### config.mk
export PLATFORM = sky130hd
export DESIGN_NAME = dmem_arbiter
export DESIGN_NICKNAME = d
export VERILOG_FILES = /design/src/rtl/dmem_arbiter_pkg.sv /design/src/rtl/dmem_arbiter_rr_arb2.sv /design/src/rtl/dmem_arbiter.sv
export SDC_FILE = /design/constraint.sdc
export NUM_CORES = 1
export LEC_CHECK = 0
export CAP_MARGIN = 20
export CORE_AREA = 3 3 122 124
export CTS_BUF_LIST = sky130_fd_sc_hd__clkbuf_8
export DETAILED_ROUTE_END_ITERATION = 12
export DIE_AREA = 0 0 125 127
export PLACE_DENSITY = 0.78
export SLEW_MARGIN = 30
export SYNTH_ARGS = -nofsm -noshare
export SYNTH_HDL_FRONTEND = slang
export SYNTH_HIERARCHICAL = 1
export SYNTH_SLANG_ARGS = --single-unit
export TNS_END_PERCENT = 30
### constraint.sdc
create_clock -name clk -period 7.2 [get_ports clk]
set_input_delay 1.8 -clock clk [delete_from_list [all_inputs] [get_ports clk]]
set_output_delay 1.8 -clock clk [all_outputs]
set_load 0.005 [all_outputs]
### src/rtl/dmem_arbiter_pkg.sv
// Shared types and encodings for the two-master data-memory arbiter.
package dmem_arbiter_pkg;

  localparam int unsigned DATA_W       = 32;
  localparam int unsigned ADDR_W       = 32;
  localparam int unsigned RWT_W        = 3;
  localparam int unsigned LOCK_MAX_DEF = 16;
  localparam int unsigned CNT_W_DEF    = 5;

  // Access size in rw_type[1:0]; rw_type[2] selects zero-extension on loads
  localparam logic [1:0] RW_B = 2'b00;
  localparam logic [1:0] RW_H = 2'b01;
  localparam logic [1:0] RW_W = 2'b10;

  localparam logic [DATA_W-1:0] ZERO_WORD = '0;

  typedef enum logic [1:0] {
    ARB_P0 = 2'd0,
    ARB_P1 = 2'd1,
    ARB_LK = 2'd2
  } arb_state_e;

  typedef struct packed {
    logic              we;
    logic [ADDR_W-1:0] addr;
    logic [RWT_W-1:0]  rw_type;
    logic [DATA_W-1:0] wdata;
  } mem_req_t;

  // True when the byte address does not sit on a boundary of the access size
  function automatic logic misaligned(input logic [1:0] size, input logic [1:0] addr_lo);
    case (size)
      RW_B:    return 1'b0;
      RW_H:    return addr_lo[0];
      RW_W:    return addr_lo != 2'b00;
      default: return 1'b0;
    endcase
  endfunction

endpackage

### src/rtl/dmem_arbiter_rr_arb2.sv
// Combinational two-way pick: priority follows the arbiter state, with a
// forced hand-back to m0 once the m1 lock budget is spent.
module rr_arb2
  import dmem_arbiter_pkg::*;
(
  input  logic       req0,
  input  logic       req1,
  input  arb_state_e state,
  input  logic       cnt_hit,
  output logic       gnt0_c,
  output logic       gnt1_c
);

  always_comb begin
    gnt0_c = 1'b0;
    gnt1_c = 1'b0;
    case (state)
      ARB_P1: begin
        if (req1)      gnt1_c = 1'b1;
        else if (req0) gnt0_c = 1'b1;
      end
      ARB_LK: begin
        // m1 keeps the bus unless its budget is exhausted and m0 is waiting
        if (req1 && !(cnt_hit && req0)) gnt1_c = 1'b1;
        else if (req0)                  gnt0_c = 1'b1;
      end
      default: begin
        if (req0)      gnt0_c = 1'b1;
        else if (req1) gnt1_c = 1'b1;
      end
    endcase
  end

endmodule

### src/rtl/dmem_arbiter.sv
// Two-master arbiter in front of the single-port data memory.
// Optional misalignment trapping is enabled with `define ALIGN_CHK_EN.
module dmem_arbiter
  import dmem_arbiter_pkg::*;
#(
  parameter int unsigned LOCK_MAX = LOCK_MAX_DEF,
  parameter int unsigned CNT_W    = CNT_W_DEF
) (
  input  logic              clk,
  input  logic              rst_n,

  input  logic              m0_req,
  input  logic              m0_we,
  input  logic [ADDR_W-1:0] m0_addr,
  input  logic [RWT_W-1:0]  m0_rw_type,
  input  logic [DATA_W-1:0] m0_wdata,
  output logic              m0_gnt,
  output logic              m0_rvalid,
  output logic [DATA_W-1:0] m0_rdata,
  output logic              m0_err,

  input  logic              m1_req,
  input  logic              m1_we,
  input  logic [ADDR_W-1:0] m1_addr,
  input  logic [RWT_W-1:0]  m1_rw_type,
  input  logic [DATA_W-1:0] m1_wdata,
  input  logic              m1_lock,
  output logic              m1_gnt,
  output logic              m1_rvalid,
  output logic [DATA_W-1:0] m1_rdata,
  output logic              m1_err,

  output logic              mem_W_en,
  output logic              mem_R_en,
  output logic [ADDR_W-1:0] mem_addr,
  output logic [RWT_W-1:0]  mem_RW_type,
  output logic [DATA_W-1:0] mem_din,
  input  logic [DATA_W-1:0] mem_dout
);

  arb_state_e       state_q, state_d;
  logic [CNT_W-1:0] cnt_q, cnt_d;
  logic             cnt_hit_c;
  logic             gnt0_c, gnt1_c;
  logic             any_gnt_c;
  logic             mis_c;
  logic             rsp0_c, rsp1_c;
  mem_req_t         m0_p, m1_p, sel_c;

  assign cnt_hit_c = (cnt_q == CNT_W'(LOCK_MAX));

  rr_arb2 u_pick (
    .req0    (m0_req),
    .req1    (m1_req),
    .state   (state_q),
    .cnt_hit (cnt_hit_c),
    .gnt0_c  (gnt0_c),
    .gnt1_c  (gnt1_c)
  );

  // No grants while reset is asserted, so nothing reaches the memory
  assign m0_gnt    = rst_n & gnt0_c;
  assign m1_gnt    = rst_n & gnt1_c;
  assign any_gnt_c = m0_gnt | m1_gnt;

  assign m0_p  = '{we: m0_we, addr: m0_addr, rw_type: m0_rw_type, wdata: m0_wdata};
  assign m1_p  = '{we: m1_we, addr: m1_addr, rw_type: m1_rw_type, wdata: m1_wdata};
  assign sel_c = m1_gnt ? m1_p : m0_p;

`ifdef ALIGN_CHK_EN
  assign mis_c = misaligned(sel_c.rw_type[1:0], sel_c.addr[1:0]);
`else
  assign mis_c = 1'b0;
`endif

  // Memory-side mux: winner fields, everything zero when idle
  always_comb begin
    mem_W_en    = 1'b0;
    mem_R_en    = 1'b0;
    mem_addr    = '0;
    mem_RW_type = '0;
    mem_din     = '0;
    if (any_gnt_c) begin
      mem_addr    = sel_c.addr;
      mem_RW_type = sel_c.rw_type;
      mem_din     = sel_c.wdata;
      mem_W_en    = sel_c.we & ~mis_c;
      mem_R_en    = ~sel_c.we & ~mis_c;
    end
  end

  // Next-state and lock budget; the grant that opens a burst counts as its first cycle
  always_comb begin
    state_d = state_q;
    cnt_d   = cnt_q;
    case (state_q)
      ARB_P0, ARB_P1: begin
        if (m1_gnt) begin
          state_d = m1_lock ? ARB_LK : ARB_P0;
          cnt_d   = m1_lock ? CNT_W'(1) : '0;
        end else if (m0_gnt) begin
          state_d = ARB_P1;
        end
      end
      ARB_LK: begin
        if (m1_gnt && m1_lock) begin
          if (!cnt_hit_c) cnt_d = cnt_q + CNT_W'(1);
        end else begin
          cnt_d   = '0;
          // m1 still asking but not granted means a forced release to m0
          state_d = (m1_req && !m1_gnt) ? ARB_P1 : ARB_P0;
        end
      end
      default: begin
        state_d = ARB_P0;
        cnt_d   = '0;
      end
    endcase
  end

  always_ff @(posedge clk) begin
    if (!rst_n) begin
      state_q <= ARB_P0;
      cnt_q   <= '0;
    end else begin
      state_q <= state_d;
      cnt_q   <= cnt_d;
    end
  end

  // Loads and trapped accesses answer one cycle after the grant
  assign rsp0_c = m0_gnt & (~sel_c.we | mis_c);
  assign rsp1_c = m1_gnt & (~sel_c.we | mis_c);

  always_ff @(posedge clk) begin
    if (!rst_n) begin
      m0_rvalid <= 1'b0;
      m0_rdata  <= ZERO_WORD;
      m0_err    <= 1'b0;
      m1_rvalid <= 1'b0;
      m1_rdata  <= ZERO_WORD;
      m1_err    <= 1'b0;
    end else begin
      m0_rvalid <= rsp0_c;
      m0_err    <= m0_gnt & mis_c;
      if (rsp0_c) m0_rdata <= mis_c ? ZERO_WORD : mem_dout;
      m1_rvalid <= rsp1_c;
      m1_err    <= m1_gnt & mis_c;
      if (rsp1_c) m1_rdata <= mis_c ? ZERO_WORD : mem_dout;
    end
  end

endmodule

==> summary.txt, run 1 <==
Placement
  • Port bufs: between 300 and 400
  • Gpl congestion: 0.918
  • Detail Placement HPWL: around 15000 µm

GRT
  • Gr ovfl total: 0
  • Largest net degree at the start of global routing: 73
  • Grt met3 use: 0.0836
  • First-pass GRT wire length: 26200 µm
  • Busiest grt layer: met2
  • GR Util met1: 0.274
  • Vias in the first global route: 4148
  • Met2 Use GR: 0.364
  • Total Routing Usage GR: 0.220
  • Initial antenna violation count: 1

Pwr
  • Sequential Power Share: 0.395
  • Cell Int Power: 0.810 mW
  • Comb power frac: 0.356
  • Total power per unit cell area: 163 nW/µm²
  • Clock network power share: 0.249
  • P_sw: 0.330 mW
  • Worst VDD drop: 0.000177 V
  • Sw frac: 0.290
  • Lkg Pwr: between 2 and 3 nW

Synthesis
  • Synth async-reset ratio: 0
  • FF+latch count, synth: 73
  • Synth top area cells: dfxtp_1, a22o_1, nand2_1, mux2i_1, o21ai_0
  • Synthesis Warnings: 6
  • Synth cell types: 42
  • Synth top cells by count: nand2_1, dfxtp_1, a22o_1
  • Top-count cell post-synth: nand2_1
  • Post-Syn Area: 3670 µm²
  • Mapped Avg Cell Area: between 8 and 9 µm²
  • Fraction of the yosys area taken by sequential cells: 0.398
  • Area leader, netlist: dfxtp_1
  • Cells after Synth: 435
  • Ys flop type: dfxtp_1
  • Post-synth top area share: 0.398
  • Number of enable flip-flop cells after synthesis: 0

Floorplan
  • Initial Utilization: 0.264
  • Core Area: 13900 µm²
  • Die width: 125 µm
  • Row cnt: 43
  • Die Y-Extent: 127 µm
  • Die ar.: between 15000 and 20000 µm²
  • IO Pins: 312

Worst setup path
  • CP max-delay cell: clkdlybuf4s50_1
  • Crit path required time: ~5.4 ns
  • Crit Path Category: input pin to primary output
  • Critical Path AT: 4.63 ns
  • Reg2reg start: cnt_q[0]
  • Maximum single-stage delay on the critical path: 0.59 ns
  • Most Frequent Cell on Critical Path: clkdlybuf4s50_1
  • Critical path, cell by cell: clkdlybuf4s50_1 > a2bb2oi_1 > o211a_1 > and2_2 > buf_4 > a22o_1 > clkdlybuf4s50_1
  • Crit path from: m0_req
  • Critical Path Source Type: input pin
  • Worst-path fanout max: 68
  • Worst setup EP type: primary output

Routing
  • Vias: 4249
  • Final ANT Viol Nets: 0
  • DRC: 0
  • DRT iter0 DRCs: 273
  • Wirelength, routed: 18700 µm
  • Drt wl/cell: 20.5 µm
  • DRT Pass-1 Iters: 5
  • Via/cell ratio: 4.67

STA
  • Slew @ Worst Pin: 0.758 ns
  • Hold WS: 0.456 ns
  • Final hold viol count: 0
  • Fin. max-slew vios: 0
  • RSZ-0062 raised after global routing: false
  • Final setup viols: 0
  • Fin crit period: 6.43 ns
  • Period utilisation layout: 0.893
  • Worst clock skew: 0.00929 ns
  • Fmax achieved: 156 MHz
  • Max_slew headroom: 0.495
  • Final setup TNS: 0 ns

Worst hold path
  • Min-delay src: m1_rdata[2]
  • Class of the worst hold path: flop to flop

Clocking
  • Post_cts resized: 0
  • Num CTS Buffers: 9
  • Post-CTS Setup Repair Bufs: 0
  • Clock sink total: 73
  • H-tree depth: 3
  • CTS Root Cell: clkbuf_8
  • CTS tree: done
  • CTS Hold Buffers Added: 0
  • Max clock buf depth: 2
  • Clock insertion delay at the later pin of the skew report: around 0.34 ns
  • Clock transition at path regs: 0.07 ns

Layout
  • NumNets Final: 898
  • Filler instances: about 1300
  • P&R area growth vs syn: 90.4%
  • Share of cells above drive strength 1: 0.0331

Status
  • Status: finished clean

Job
  • Max Cap Viol: 0
==> path summary, 6_finish.rpt <==
check | endpoint | cells after the start | slack (ns)
setup / recovery | mem_addr[1] | 7 | 0.77
hold / removal | m1_rdata[2] | 2 | 0.46
setup reg to reg | m1_rdata[24] | 8 | 4.53
hold reg to reg | m1_rdata[2] | 2 | 0.46
==> routing by layer <==
layer  part of all wire  vias up
met4              0.013        2
met3               0.12       19
met2               0.47      219
met5            0.00070        -
li1                   -     2079
met1               0.40     1930
==> logic make-up after synthesis <==
group	after synthesis	synth area share
and+or+nand+nor	128	0.155
AOI/OAI and AO/OA	118	0.240
other	1	0.00102
adders and majority gates	4	0.0136
DFF	73	0.398
muxes	32	0.0873
buffers and inverters	79	0.104
==> per-stage QoR <==
step	cell area [µm²]	util	power (mW)	instances	worst slack, ns
floorplan	3670	-	0.599	436	2.47
global placement	6790	0.489	0.864	890	0.827
detailed placement	6800	0.490	0.864	890	0.800
global route	6970	0.502	1.20	906	0.605
finish	6980	0.503	1.14	910	0.771
CTS	6970	0.502	1.15	906	0.787
==> cells in the final DEF (no fill, tap or decap), types with 2 or more instances in the layout <==
master	n
buf_4	2
nor2b_1	3
clkbuf_8	9
nor2_1	3
dfxtp_1	73
mux2i_1	32
conb_1	2
nand3_1	4
nor4_1	2
nand2_1	97
or4b_1	2
nand2b_1	3
nor3_1	3
inv_1	42
a21oi_1	5
ha_1	4
and3_1	2
a211oi_1	2
o21ai_0	34
clkinvlp_4	2
clkinv_2	2
clkdlybuf4s50_1	308
diode_2	4
a22o_1	67
==> registers in the layout, summed over array words and instances, names as in the netlist <==
signal,flops
m1_rdata,32
m1_rvalid,1
cnt_q,5
state_q,2
m0_rdata,32
m0_rvalid,1
==> critical path: cells and delay by family <==
kind                   cells  cell delay (ns)
buffers and inverters      3             1.65
AO/OA/AOI/OAI              3             0.90
AND/OR/NAND/NOR            1             0.26
==> layout make-up <==
| class | instances | area [µm²] | area share |
|---|---|---|---|
| clock inverters | 7 | 46.3 | 0.00663 |
| inverters | 41 | 154 | 0.0220 |
| multi-input cells | 284 | 1840 | 0.264 |
| well taps | 180 | 225 | 0.0322 |
| repair buffers | 312 | 3120 | 0.447 |
| diodes | 4 | 10.0 | 0.00143 |
| flip-flops and latches | 73 | 1460 | 0.209 |
| clock buffers | 9 | 124 | 0.0177 |
==> power by group through the flow <==
| stage | logic, mW | registers (mW) | clock network (mW) |
|---|---|---|---|
| floorplan | 0.138 | 0.461 | 0 |
| global placement | 0.405 | 0.459 | 0 |
| detailed placement | 0.404 | 0.461 | 0 |
| CTS | 0.408 | 0.451 | 0.295 |
| global route | 0.431 | 0.455 | 0.313 |
| finish | 0.406 | 0.451 | 0.284 |
No activity file was read; power rests on OpenSTA's default activity.
==> run 2, diff against run 1 <==
--- a/config.mk
+++ b/config.mk
@@ -6,11 +6,11 @@
 export NUM_CORES = 1
 export LEC_CHECK = 0
 export CAP_MARGIN = 20
-export CORE_AREA = 3 3 122 124
+export CORE_AREA = 3 3 120 122
 export CTS_BUF_LIST = sky130_fd_sc_hd__clkbuf_8
 export DETAILED_ROUTE_END_ITERATION = 12
-export DIE_AREA = 0 0 125 127
-export PLACE_DENSITY = 0.78
+export DIE_AREA = 0 0 123 125
+export PLACE_DENSITY = 0.8
 export SLEW_MARGIN = 30
 export SYNTH_ARGS = -nofsm -noshare
 export SYNTH_HDL_FRONTEND = slang
==> constraint.sdc (replaced) <==
create_clock -name clk -period 6.23 [get_ports clk]
set_input_delay 1.5575 -clock clk [delete_from_list [all_inputs] [get_ports clk]]
set_output_delay 1.5575 -clock clk [all_outputs]
set_load 0.005 [all_outputs]
==> summary.txt, run 2 (same netlist as run 1, synthesis figures left out) <==
Status
  • Status: finished clean

Pwr
  • Total power per unit cell area: between 200 and 250 nW/µm²
  • Clock network power share: 0.300
  • Comb power frac: 0.331
  • Sequential Power Share: 0.368
  • Lkg Pwr: 2.93 nW
  • Sw frac: 0.278
  • Total power: 1.42 mW
  • Cell Int Power: 1.02 mW
  • P_sw: 0.394 mW
  • Worst VDD drop: between 0.00015 and 0.0002 V

GRT
  • Initial antenna violation count: 3
  • GR Util met1: 0.302
  • Total Routing Usage GR: 0.229
  • Gr ovfl total: 0
  • Largest net degree at the start of global routing: 73
  • Met2 Use GR: 0.344
  • Busiest grt layer: met2
  • Vias in the first global route: ~4000
  • First-pass GRT wire length: 26000 µm
  • Grt met3 use: 0.0949

Placement
  • Port bufs: 309
  • Placed Cells: 888
  • Detail Placement HPWL: ~15000 µm
  • DP Area: 6800 µm²
  • Gpl congestion: 0.967
  • Setup Slack @ Placement: 0.573 ns

Routing
  • Final ANT Viol Nets: 0
  • Drt wl/cell: 20.5 µm
  • DRC: 0
  • Via/cell ratio: 4.71
  • Wirelength, routed: 18600 µm
  • Vias: 4270
  • DRT iter0 DRCs: between 200 and 250
  • DRT Pass-1 Iters: 4

STA
  • Final hold viol count: 0
  • Fin crit period: 5.71 ns
  • Setup WS post-layout: 0.524 ns
  • Slew @ Worst Pin: 0.751 ns
  • Period utilisation layout: 0.916
  • Final setup TNS: 0 ns
  • Worst clock skew: 0.00886 ns
  • Fmax achieved: between 150 and 200 MHz
  • RSZ-0062 raised after global routing: false
  • Max_slew headroom: 0.499
  • Fin. max-slew vios: 0
  • Final setup viols: 0

Worst setup path
  • Critical Path AT: 4.15 ns
  • Worst setup EP type: primary output
  • Crit path required time: 4.67 ns
  • Worst-path fanout max: 45
  • Critical Path Source Type: input pin
  • Crit Path Category: input pin to primary output

Clocking
  • Num CTS Buffers: 9
  • Clock insertion delay at the later pin of the skew report: 0.35 ns
  • CTS tree: done
  • Clock sink total: 73
  • CTS Hold Buffers Added: 0
  • Post_cts resized: 0
  • Max clock buf depth: 2
  • CTS Root Cell: clkbuf_8
  • H-tree depth: 3
  • Clock transition at path regs: 0.08 ns
  • Post-CTS Setup Repair Bufs: 0

Layout
  • P&R area growth vs syn: 91.8%
  • Fin area: roughly 7000 µm²
  • Most frequent cells in the layout: clkdlybuf4s50_1, nand2_1, dfxtp_1
  • Leading cell type in the layout, fill and taps excluded: clkdlybuf4s50_1
  • Share of cells above drive strength 1: 0.0371
  • NumNets Final: 900
  • Biggest regs: m0_rdata x32, m1_rdata x32, cnt_q x5
  • Post-Layout Cell Count: approximately 900

Worst hold path
  • Class of the worst hold path: flop to flop

Floorplan
  • Die width: 123 µm
  • Initial Utilization: 0.276
  • Row cnt: 42
  • IO Pins: 312
  • Core Area: around 13000 µm²
  • Die ar.: 15400 µm²
  • Die Y-Extent: approximately 130 µm

Job
  • Max Cap Viol: 0
-- run 2: path summary, 6_finish.rpt --
path | startpoint | endpoint | slack, ns | cells after the start
max | m0_req | mem_din[7] | 0.52 | 8
min | m1_rdata[14] | m1_rdata[14] | 0.46 | 2
max reg2reg | cnt_q[0] | m1_rdata[30] | 3.54 | 8
min reg2reg | m1_rdata[14] | m1_rdata[14] | 0.46 | 2
-- run 2: cell type report --
| cell class | count | area (µm²) |
|---|---|---|
| repair buffers | 314 | 3130 |
| diodes | 3 | 7.51 |
| clock inverters | 7 | 100 |
| clock buffers | 9 | 124 |
| multi-input cells | 284 | 1840 |
| well taps | 176 | 220 |
| inverters | 41 | 154 |
| flip-flops and latches | 73 | 1460 |
| fillers | 1231 | 6260 |
-- run 2: per-layer routing --
metal,wire length (µm),vias up
met1,7750,1979
met2,8190,184
met4,308,6
li1,-,2077
met5,28,-
met3,2320,24
-- run 2: stage by stage --
stage / util / hold WS (ns)
floorplan: - / 0.452
global placement: 0.511 / 0.443
detailed placement: 0.512 / 0.450
CTS: 0.528 / 0.461
global route: 0.528 / 0.478
finish: 0.529 / 0.456
-- run 2: worst max-delay path, cell delays in order --
cell	delay [ns]
clkdlybuf4s50_1	0.50
a2bb2oi_1	0.08
o211a_1	0.38
and2_2	0.29
nor2_4	0.11
buf_4	0.41
a22o_1	0.27
clkdlybuf4s50_1	0.55
-- run 2: power groups by stage --
stage	clock, mW	combinational, mW	sequential, mW
2_1_floorplan	0	0.159	0.533
3_3_place_gp	0	0.468	0.531
4_1_cts	0.438	0.474	0.521
5_1_grt	0.455	0.501	0.526
3_5_place_dp	0	0.470	0.532
6_report	0.425	0.469	0.521
